File: src/rtl/jvm_bytecode_pkg.sv
// ---------------------------------------------------------------------------
// jvm_bytecode_pkg
//
// Shared definitions for the bytecode front end:
//   - JVM opcode constants used by the length decoder and its users
//   - 2-bit operand-length class encoding
//   - assembler FSM state encoding
//   - helper mapping a length class to an operand byte count
// ---------------------------------------------------------------------------
package jvm_bytecode_pkg;

    // Constants and the simple zero-operand opcodes
    localparam logic [7:0] OP_NOP             = 8'h00;
    localparam logic [7:0] OP_ICONST_0        = 8'h03;
    localparam logic [7:0] OP_RETURN          = 8'hB1;

    // Push / constant-pool loads
    localparam logic [7:0] OP_BIPUSH          = 8'h10;
    localparam logic [7:0] OP_SIPUSH          = 8'h11;
    localparam logic [7:0] OP_LDC             = 8'h12;
    localparam logic [7:0] OP_LDC_W           = 8'h13;
    localparam logic [7:0] OP_LDC2_W          = 8'h14;

    // Local-variable loads/stores with an explicit index byte
    localparam logic [7:0] OP_ILOAD           = 8'h15;
    localparam logic [7:0] OP_ALOAD           = 8'h19;
    localparam logic [7:0] OP_ISTORE          = 8'h36;
    localparam logic [7:0] OP_ASTORE          = 8'h3A;
    localparam logic [7:0] OP_IINC            = 8'h84;

    // Conditional and unconditional branches with a 16-bit offset
    localparam logic [7:0] OP_IFEQ            = 8'h99;
    localparam logic [7:0] OP_GOTO            = 8'hA7;
    localparam logic [7:0] OP_JSR             = 8'hA8;
    localparam logic [7:0] OP_RET             = 8'hA9;
    localparam logic [7:0] OP_TABLESWITCH     = 8'hAA;
    localparam logic [7:0] OP_LOOKUPSWITCH    = 8'hAB;

    // Field access and invocation
    localparam logic [7:0] OP_GETSTATIC       = 8'hB2;
    localparam logic [7:0] OP_INVOKESTATIC    = 8'hB8;
    localparam logic [7:0] OP_INVOKEINTERFACE = 8'hB9;
    localparam logic [7:0] OP_INVOKEDYNAMIC   = 8'hBA;

    // Object creation and type checks
    localparam logic [7:0] OP_NEW             = 8'hBB;
    localparam logic [7:0] OP_NEWARRAY        = 8'hBC;
    localparam logic [7:0] OP_ANEWARRAY       = 8'hBD;
    localparam logic [7:0] OP_CHECKCAST       = 8'hC0;
    localparam logic [7:0] OP_INSTANCEOF      = 8'hC1;

    // Extended forms
    localparam logic [7:0] OP_WIDE            = 8'hC4;
    localparam logic [7:0] OP_MULTIANEWARRAY  = 8'hC5;
    localparam logic [7:0] OP_IFNULL          = 8'hC6;
    localparam logic [7:0] OP_IFNONNULL       = 8'hC7;
    localparam logic [7:0] OP_GOTO_W          = 8'hC8;
    localparam logic [7:0] OP_JSR_W           = 8'hC9;

    // Operand length class of an opcode. LEN_UNSUP covers variable-length
    // (switches, wide) and 3/4-operand-byte forms the assembler cannot build.
    typedef enum logic [1:0] {
        LEN0      = 2'd0,
        LEN1      = 2'd1,
        LEN2      = 2'd2,
        LEN_UNSUP = 2'd3
    } len_class_t;

    // Assembler states
    typedef enum logic [2:0] {
        S_OPCODE = 3'd0,
        S_OP_HI  = 3'd1,
        S_OP_LO1 = 3'd2,
        S_OP_LO2 = 3'd3,
        S_EMIT   = 3'd4,
        S_HALT   = 3'd5
    } asm_state_t;

    // Number of operand bytes reported for a length class; unsupported
    // opcodes report none because no operands are collected for them.
    function automatic logic [1:0] len_to_count(input len_class_t len);
        case (len)
            LEN1:    return 2'd1;
            LEN2:    return 2'd2;
            default: return 2'd0;
        endcase
    endfunction

endpackage : jvm_bytecode_pkg

File: src/rtl/bytecode_length_decode.sv
// ---------------------------------------------------------------------------
// bytecode_length_decode
//
// Purely combinational opcode -> operand length class lookup. Shared between
// the fetch assembler and the JIT branch-target scanner.
//
// Ports:
//   i_opcode     in   8  opcode byte
//   o_len_class  out  2  LEN0 / LEN1 / LEN2 / LEN_UNSUP
// ---------------------------------------------------------------------------
module bytecode_length_decode
    import jvm_bytecode_pkg::*;
(
    input  logic [7:0] i_opcode,
    output len_class_t o_len_class
);

    len_class_t w_len_class;

    always_comb begin
        // NOTE: a default assignment ahead of the case guarantees every path
        // drives the output, so no latch can be inferred.
        w_len_class = LEN0;
        case (i_opcode) inside
            OP_TABLESWITCH, OP_LOOKUPSWITCH,
            OP_INVOKEINTERFACE, OP_INVOKEDYNAMIC,
            OP_WIDE, OP_MULTIANEWARRAY,
            OP_GOTO_W, OP_JSR_W:
                w_len_class = LEN_UNSUP;

            OP_SIPUSH, OP_LDC_W, OP_LDC2_W, OP_IINC,
            [OP_IFEQ:OP_JSR],
            [OP_GETSTATIC:OP_INVOKESTATIC],
            OP_NEW, OP_ANEWARRAY, OP_CHECKCAST, OP_INSTANCEOF,
            OP_IFNULL, OP_IFNONNULL:
                w_len_class = LEN2;

            OP_BIPUSH, OP_LDC,
            [OP_ILOAD:OP_ALOAD],
            [OP_ISTORE:OP_ASTORE],
            OP_RET, OP_NEWARRAY:
                w_len_class = LEN1;

            default:
                w_len_class = LEN0;
        endcase
    end

    assign o_len_class = w_len_class;

endmodule : bytecode_length_decode

File: src/rtl/bytecode_fetch_assembler.sv
// ---------------------------------------------------------------------------
// bytecode_fetch_assembler
//
// Consumes the raw bytecode byte stream from the fetcher, decodes each
// opcode's operand length, gathers 0..2 big-endian operand bytes and
// presents one assembled instruction to the JIT stage over valid/ready.
// byte_take drives the fetcher's start input, so stalling here throttles
// fetch.
//
// Ports:
//   clk            in   1   system clock
//   reset          in   1   synchronous active-low reset
//   byte_in        in   8   bytecode byte from the fetcher
//   byte_valid     in   1   byte_in valid
//   byte_take      out  1   consume request; byte accepted on valid & take
//   flush          in   1   synchronous redirect
//   flush_pc       in   AW  byte PC of the first byte after a flush
//   instr_valid    out  1   assembled instruction available
//   instr_ready    in   1   consumer accepts the instruction
//   opcode         out  8   opcode byte
//   operand        out  16  operand bytes, big-endian, 1 byte zero-extended
//   operand_count  out  2   number of operand bytes (0..2)
//   instr_pc       out  AW  byte PC of the opcode
//   unsupported    out  1   opcode length class not handled; block halts
// ---------------------------------------------------------------------------
module bytecode_fetch_assembler
    import jvm_bytecode_pkg::*;
#(
    parameter int unsigned                ADDRESS_WIDTH  = 8,
    parameter logic [ADDRESS_WIDTH-1:0]   PC_RESET_VALUE = '0
)(
    input  logic                     clk,
    input  logic                     reset,
    input  logic [7:0]               byte_in,
    input  logic                     byte_valid,
    output logic                     byte_take,
    input  logic                     flush,
    input  logic [ADDRESS_WIDTH-1:0] flush_pc,
    output logic                     instr_valid,
    input  logic                     instr_ready,
    output logic [7:0]               opcode,
    output logic [15:0]              operand,
    output logic [1:0]               operand_count,
    output logic [ADDRESS_WIDTH-1:0] instr_pc,
    output logic                     unsupported
);

    asm_state_t               r_state;
    logic [ADDRESS_WIDTH-1:0] r_byte_pc;
    logic                     r_instr_valid;
    logic [7:0]               r_opcode;
    logic [15:0]              r_operand;
    logic [1:0]               r_operand_count;
    logic [ADDRESS_WIDTH-1:0] r_instr_pc;
    logic                     r_unsupported;

    len_class_t               w_len_class;
    logic                     w_fetching;
    logic                     w_take;
    logic [ADDRESS_WIDTH-1:0] w_pc_next;

    bytecode_length_decode u_len_decode (
        .i_opcode    (byte_in),
        .o_len_class (w_len_class)
    );

    // Only the byte-collecting states ask for data. The request is masked
    // during reset and flush so the fetcher never advances past a byte this
    // block is about to discard.
    assign w_fetching = (r_state == S_OPCODE) || (r_state == S_OP_HI) ||
                        (r_state == S_OP_LO1) || (r_state == S_OP_LO2);
    assign w_take     = reset && !flush && byte_valid && w_fetching;
    assign w_pc_next  = r_byte_pc + ADDRESS_WIDTH'(1);

    always_ff @(posedge clk) begin
        // NOTE: every state register uses non-blocking assignment so all
        // updates in this block see the pre-edge values, like real flops.
        if (!reset) begin
            r_state         <= S_OPCODE;
            r_byte_pc       <= PC_RESET_VALUE;
            r_instr_valid   <= 1'b0;
            r_unsupported   <= 1'b0;
            r_opcode        <= 8'h00;
            r_operand       <= 16'h0000;
            r_operand_count <= 2'd0;
            r_instr_pc      <= PC_RESET_VALUE;
        end else if (flush) begin
            r_state       <= S_OPCODE;
            r_byte_pc     <= flush_pc;
            r_instr_valid <= 1'b0;
            r_unsupported <= 1'b0;
        end else begin
            case (r_state)
                S_OPCODE: begin
                    if (w_take) begin
                        r_opcode        <= byte_in;
                        r_instr_pc      <= r_byte_pc;
                        r_operand       <= 16'h0000;
                        r_operand_count <= len_to_count(w_len_class);
                        r_unsupported   <= (w_len_class == LEN_UNSUP);
                        r_byte_pc       <= w_pc_next;
                        case (w_len_class)
                            LEN1: r_state <= S_OP_LO1;
                            LEN2: r_state <= S_OP_HI;
                            default: begin
                                // No operands to gather (or none we can
                                // gather): present the opcode next cycle.
                                r_state       <= S_EMIT;
                                r_instr_valid <= 1'b1;
                            end
                        endcase
                    end
                end

                S_OP_HI: begin
                    if (w_take) begin
                        r_operand[15:8] <= byte_in;
                        r_byte_pc       <= w_pc_next;
                        r_state         <= S_OP_LO2;
                    end
                end

                S_OP_LO1, S_OP_LO2: begin
                    if (w_take) begin
                        r_operand[7:0] <= byte_in;
                        r_byte_pc      <= w_pc_next;
                        r_state        <= S_EMIT;
                        r_instr_valid  <= 1'b1;
                    end
                end

                S_EMIT: begin
                    // Instruction fields are untouched here, so they stay
                    // stable for as long as the consumer stalls.
                    if (instr_ready) begin
                        r_instr_valid <= 1'b0;
                        r_state       <= r_unsupported ? S_HALT : S_OPCODE;
                    end
                end

                S_HALT: begin
                    // Byte stream alignment is lost after an unsupported
                    // opcode; wait for a redirect.
                    r_state <= S_HALT;
                end

                default: begin
                    r_state       <= S_OPCODE;
                    r_instr_valid <= 1'b0;
                end
            endcase
        end
    end

    assign byte_take     = w_take;
    assign instr_valid   = r_instr_valid;
    assign opcode        = r_opcode;
    assign operand       = r_operand;
    assign operand_count = r_operand_count;
    assign instr_pc      = r_instr_pc;
    assign unsupported   = r_unsupported;

endmodule : bytecode_fetch_assembler

File: config.mk
export PLATFORM = sky130hd
export DESIGN_NAME = bytecode_fetch_assembler
export DESIGN_NICKNAME = d
export VERILOG_FILES = /design/src/rtl/jvm_bytecode_pkg.sv /design/src/rtl/bytecode_length_decode.sv /design/src/rtl/bytecode_fetch_assembler.sv
export SDC_FILE = /design/constraint.sdc
export NUM_CORES = 1
export LEC_CHECK = 0
export ABC_AREA = 1
export CAP_MARGIN = 40
export CORE_ASPECT_RATIO = 1.75
export CORE_MARGIN = 2
export CORE_UTILIZATION = 47
export CTS_BUF_LIST = sky130_fd_sc_hd__clkbuf_4 sky130_fd_sc_hd__clkbuf_8
export CTS_CLUSTER_SIZE = 20
export DETAILED_ROUTE_END_ITERATION = 7
export PLACE_DENSITY = 0.77
export SETUP_SLACK_MARGIN = 0.1
export SYNTH_ARGS = -nofsm -noshare
export SYNTH_HDL_FRONTEND = slang
export SYNTH_HIERARCHICAL = 1
export SYNTH_SLANG_ARGS = --single-unit
File: constraint.sdc
create_clock -name clk -period 1.88 [get_ports clk]
set_input_delay 0.376 -clock clk [delete_from_list [all_inputs] [get_ports clk]]
set_output_delay 0.376 -clock clk [all_outputs]
set_load 0.005 [all_outputs]
==> summary.md <==
| Metric | Value |
|---|---|
| Drt first pass iters | 4 |
| CTS root buf | clkbuf_8 |
| Tot Pwr | 2220 uW |
| Grt total ovfl | 0 |
| R2R Setup Slk | 0.35 ns |
| Post-DR vias/cell | 5.41 |
| Hold Path Class | input port to register |
| Gate count of the mapped netlist | 386 |
| Endpoints failing hold | 0 |
| Post-Place Cells | 524 |
| Die width | 59.7 um |
| Site row count | 35 |
| Final Util | 71.3% |
| RR Startpoint | r_state[2] |
| Routed wire per std cell | 15.3 um |
| Seq/Total Area, Yosys | 36.9% |
| Worst r2r path cells | 7 |
| CTS Buffer Depth | 2 |
| Initial antenna violation count | 0 |
| DIE AREA | 6050 um2 |
| R2r endpoint | opcode[5] |
| Num CTS Buffers | 5 |
| Residual DRC count | 0 |
| Seq cells post-synth | 47 |
| Ant. Diodes | 0 |
| Via Count | 2931 |
| Peak supply drop | 0.407 mV |
| Crit-path max cell delay | 0.27 ns |
| Fill count | 453 |
| Routed WL | 8.30 mm |
| Worst EP required | 2.09 ns |
| Final worst path period share | 94.6% |
| Final Skew | 0.00552 ns |
| Die height | 101 um |
| # IOs | 58 |
| Nets | 511 |
| CTS clk-pin slew, worst paths | 0.09 ns |
| Mapped Nets | 411 |
| H-tree depth | 2 |
| Max Clock Freq | 562 MHz |
| Slew margin rel. | 67.2% |
| Number of global-route vias before repair | 2829 |
| Crit path DAT | 1.99 ns |
| Number of synthesized flops with an enable pin | 0 |
| Setup-failing EPs final | 0 |
| Max-Cap Viols | 0 |
| Largest net degree at the start of global routing | 23 |
| CP max FO | 4 |
| First-pass GRT wire length | 12.8 mm |
| Syn. warnings | 6 |
| Fin. max-slew vios | 0 |
| Final Cell Area | 3750 um2 |
| Leak pwr | 0.00156 uW |
| All-Layer GR Usage | 28.0% |
| Final Worst Setup Slack | 0.101 ns |
| Crit path max-delay cell type | ha_4 |
| Pre-CTS setup slack | -0.792 ns |
| Cells along the critical path | buf_8 > buf_6 > nor2_4 > nand3_2 > nor2_2 > a21oi_2 > buf_4 > nand3_2 > inv_2 > ha_4 > nand4_1 > nand2_1 > nand3_1 > nand2_1 > nor2_1 |
| Hold_buf cts | 0 |
| GPL Wtd Cong | 0.972 |
| Post-DP HPWL | 6.05 mm |
| Startpoint types | input port |
| Port-buffer cells | 57 |
| Post-synth top flop | dfxtp_1 |
| Worst Max-Slew Pin Slew | 0.491 ns |
| Outcome | complete, no violations |
| Finished Layout Cells | 542 |
| CP Capture Point | instr_valid |
| WP buf/inv | 4 |
| RSZ-0062 raised after global routing | yes |
| Initial DRC count | 165 |
| Power Density | 593 nW/um2 |
| Core ar. | 5260 um2 |
| Sink Count | 47 |
| Crit path time final | 1.78 ns |
| CTS tree | built |
| Layout cells sized above 1 | 24.4% |
| Antenna viol nets, final | 0 |
| Netlist Area Pre-Place | 2550 um2 |
| CP endpoint kind | register |
| Post-synth cell types | 31 |
| Starting density of the core | 48.5% |
| Area delta synth->final | 47.1% |
| Avg Cell Area, Syn | 6.60 um2 |
| Crit path launch | byte_in[6] |
| Setup CP Type | input port to register |
| Instance area at placement | 3410 um2 |
| WP depth | 15 |
| Clock Latency Late Sink | 0.31 ns |
| Delay-heaviest family, CP | simple AND/OR/NAND/NOR gates |
| Synth async-reset ratio | 0% |
## tightest hold or removal path, delay by kind of cell
family                 cells  cell delay, ns
buffers and inverters      1            0.11
AND/OR/NAND/NOR            1            0.07
AO/OA/AOI/OAI              1            0.05
## how the worst min path moves through the flow
stage / start / end / depth (start not counted)
floorplan: operand[0] / operand[0] / 2
global placement: operand[12] / operand[12] / 2
detailed placement: operand[9] / operand[9] / 2
CTS: byte_in[7] / operand[7] / 3
global route: byte_in[7] / operand[7] / 3
finish: byte_in[7] / operand[7] / 3
## registers in the layout, summed over array words and instances (netlist names)
| register | cells |
|---|---|
| instr_valid | 1 |
| unsupported | 1 |
| r_byte_pc | 8 |
| operand | 16 |
| opcode | 8 |
| r_state | 3 |
| instr_pc | 8 |
| operand_count | 2 |
## per-layer routing
| layer | track usage, % | up-vias | routed length (um) |
|---|---|---|---|
| met4 | 18.6 | 0 | 510 |
| met2 | 54.1 | 115 | 4740 |
| met5 | 0 | - | 0 |
| li1 | - | 1446 | - |
| met1 | 24.8 | 1334 | 2720 |
| met3 | 4.34 | 36 | 326 |
## Yosys cell counts (2+ instances only)
| master | number | area (um2) |
|---|---|---|
| clkbuf_1 | 3 | 11.3 |
| inv_4 | 2 | 12.5 |
| nand3_1 | 24 | 120 |
| dfxtp_1 | 47 | 941 |
| nor2_4 | 5 | 56.3 |
| o21ai_0 | 22 | 110 |
| o21ai_1 | 7 | 35.0 |
| nand3_4 | 2 | 35.0 |
| a21oi_1 | 31 | 155 |
| nand4_1 | 2 | 12.5 |
| buf_6 | 5 | 56.3 |
| nand2_1 | 117 | 439 |
| nor2_1 | 71 | 267 |
| ha_1 | 4 | 50.1 |
| inv_1 | 26 | 97.6 |
| a31oi_1 | 2 | 12.5 |
| o211ai_1 | 2 | 15.0 |
## per-stage QoR
step	hold WS, ns	setup TNS (ns)
floorplan	0.462	0
global placement	0.454	-7.01
detailed placement	0.456	-7.83
CTS	0.450	0
global route	0.342	0
finish	0.338	0
## cells in the final DEF, fill, tap and decap left out, types with 9 or more instances in the layout
cell type,instances
nor2_1,63
buf_4,38
nand2_1,106
a21oi_1,28
o21ai_0,19
nor2_4,9
inv_1,17
o21ai_1,10
dfxtp_1,47
nand3_1,21
clkdlybuf4s50_1,47
## what timing repair did
item	4_1_cts	5_1_grt
resized for setup	66	40
gates cloned	1	1
setup buffers	6	2
pin swaps	16	14
endpoints found under the hold margin	0	0
setup endpoints to repair	8	24
## report_power, final
part | total [uW] | leakage (uW) | internal (uW) | switching (uW)
clock network | 646 | 0.0000408 | 267 | 379
logic | 514 | 0.00113 | 242 | 273
registers | 1060 | 0.000382 | 1030 | 31.1
total | 2220 | 0.00156 | 1540 | 683
## cell type report
| class | instances | area [um2] | area share (%) |
|---|---|---|---|
| Clock inverter | 3 | 23.8 | 0.634 |
| Multi-Input combinational cell | 298 | 1550 | 41.5 |
| Inverter | 30 | 143 | 3.81 |
| Clock buffer | 5 | 68.8 | 1.84 |
| Sequential cell | 47 | 941 | 25.1 |
| Tap cell | 55 | 68.8 | 1.84 |
| Timing Repair Buffer | 104 | 950 | 25.3 |
## logic make-up after synthesis
logic type	synth area share [%]
and+or+nand+nor	38.8
AOI/OAI and AO/OA	13.9
DFF	36.9
buffers and inverters	8.10
adders and majority gates	1.96
xor gates and xnor gates	0.344
Note: power is estimated with default switching activity, not from simulation.
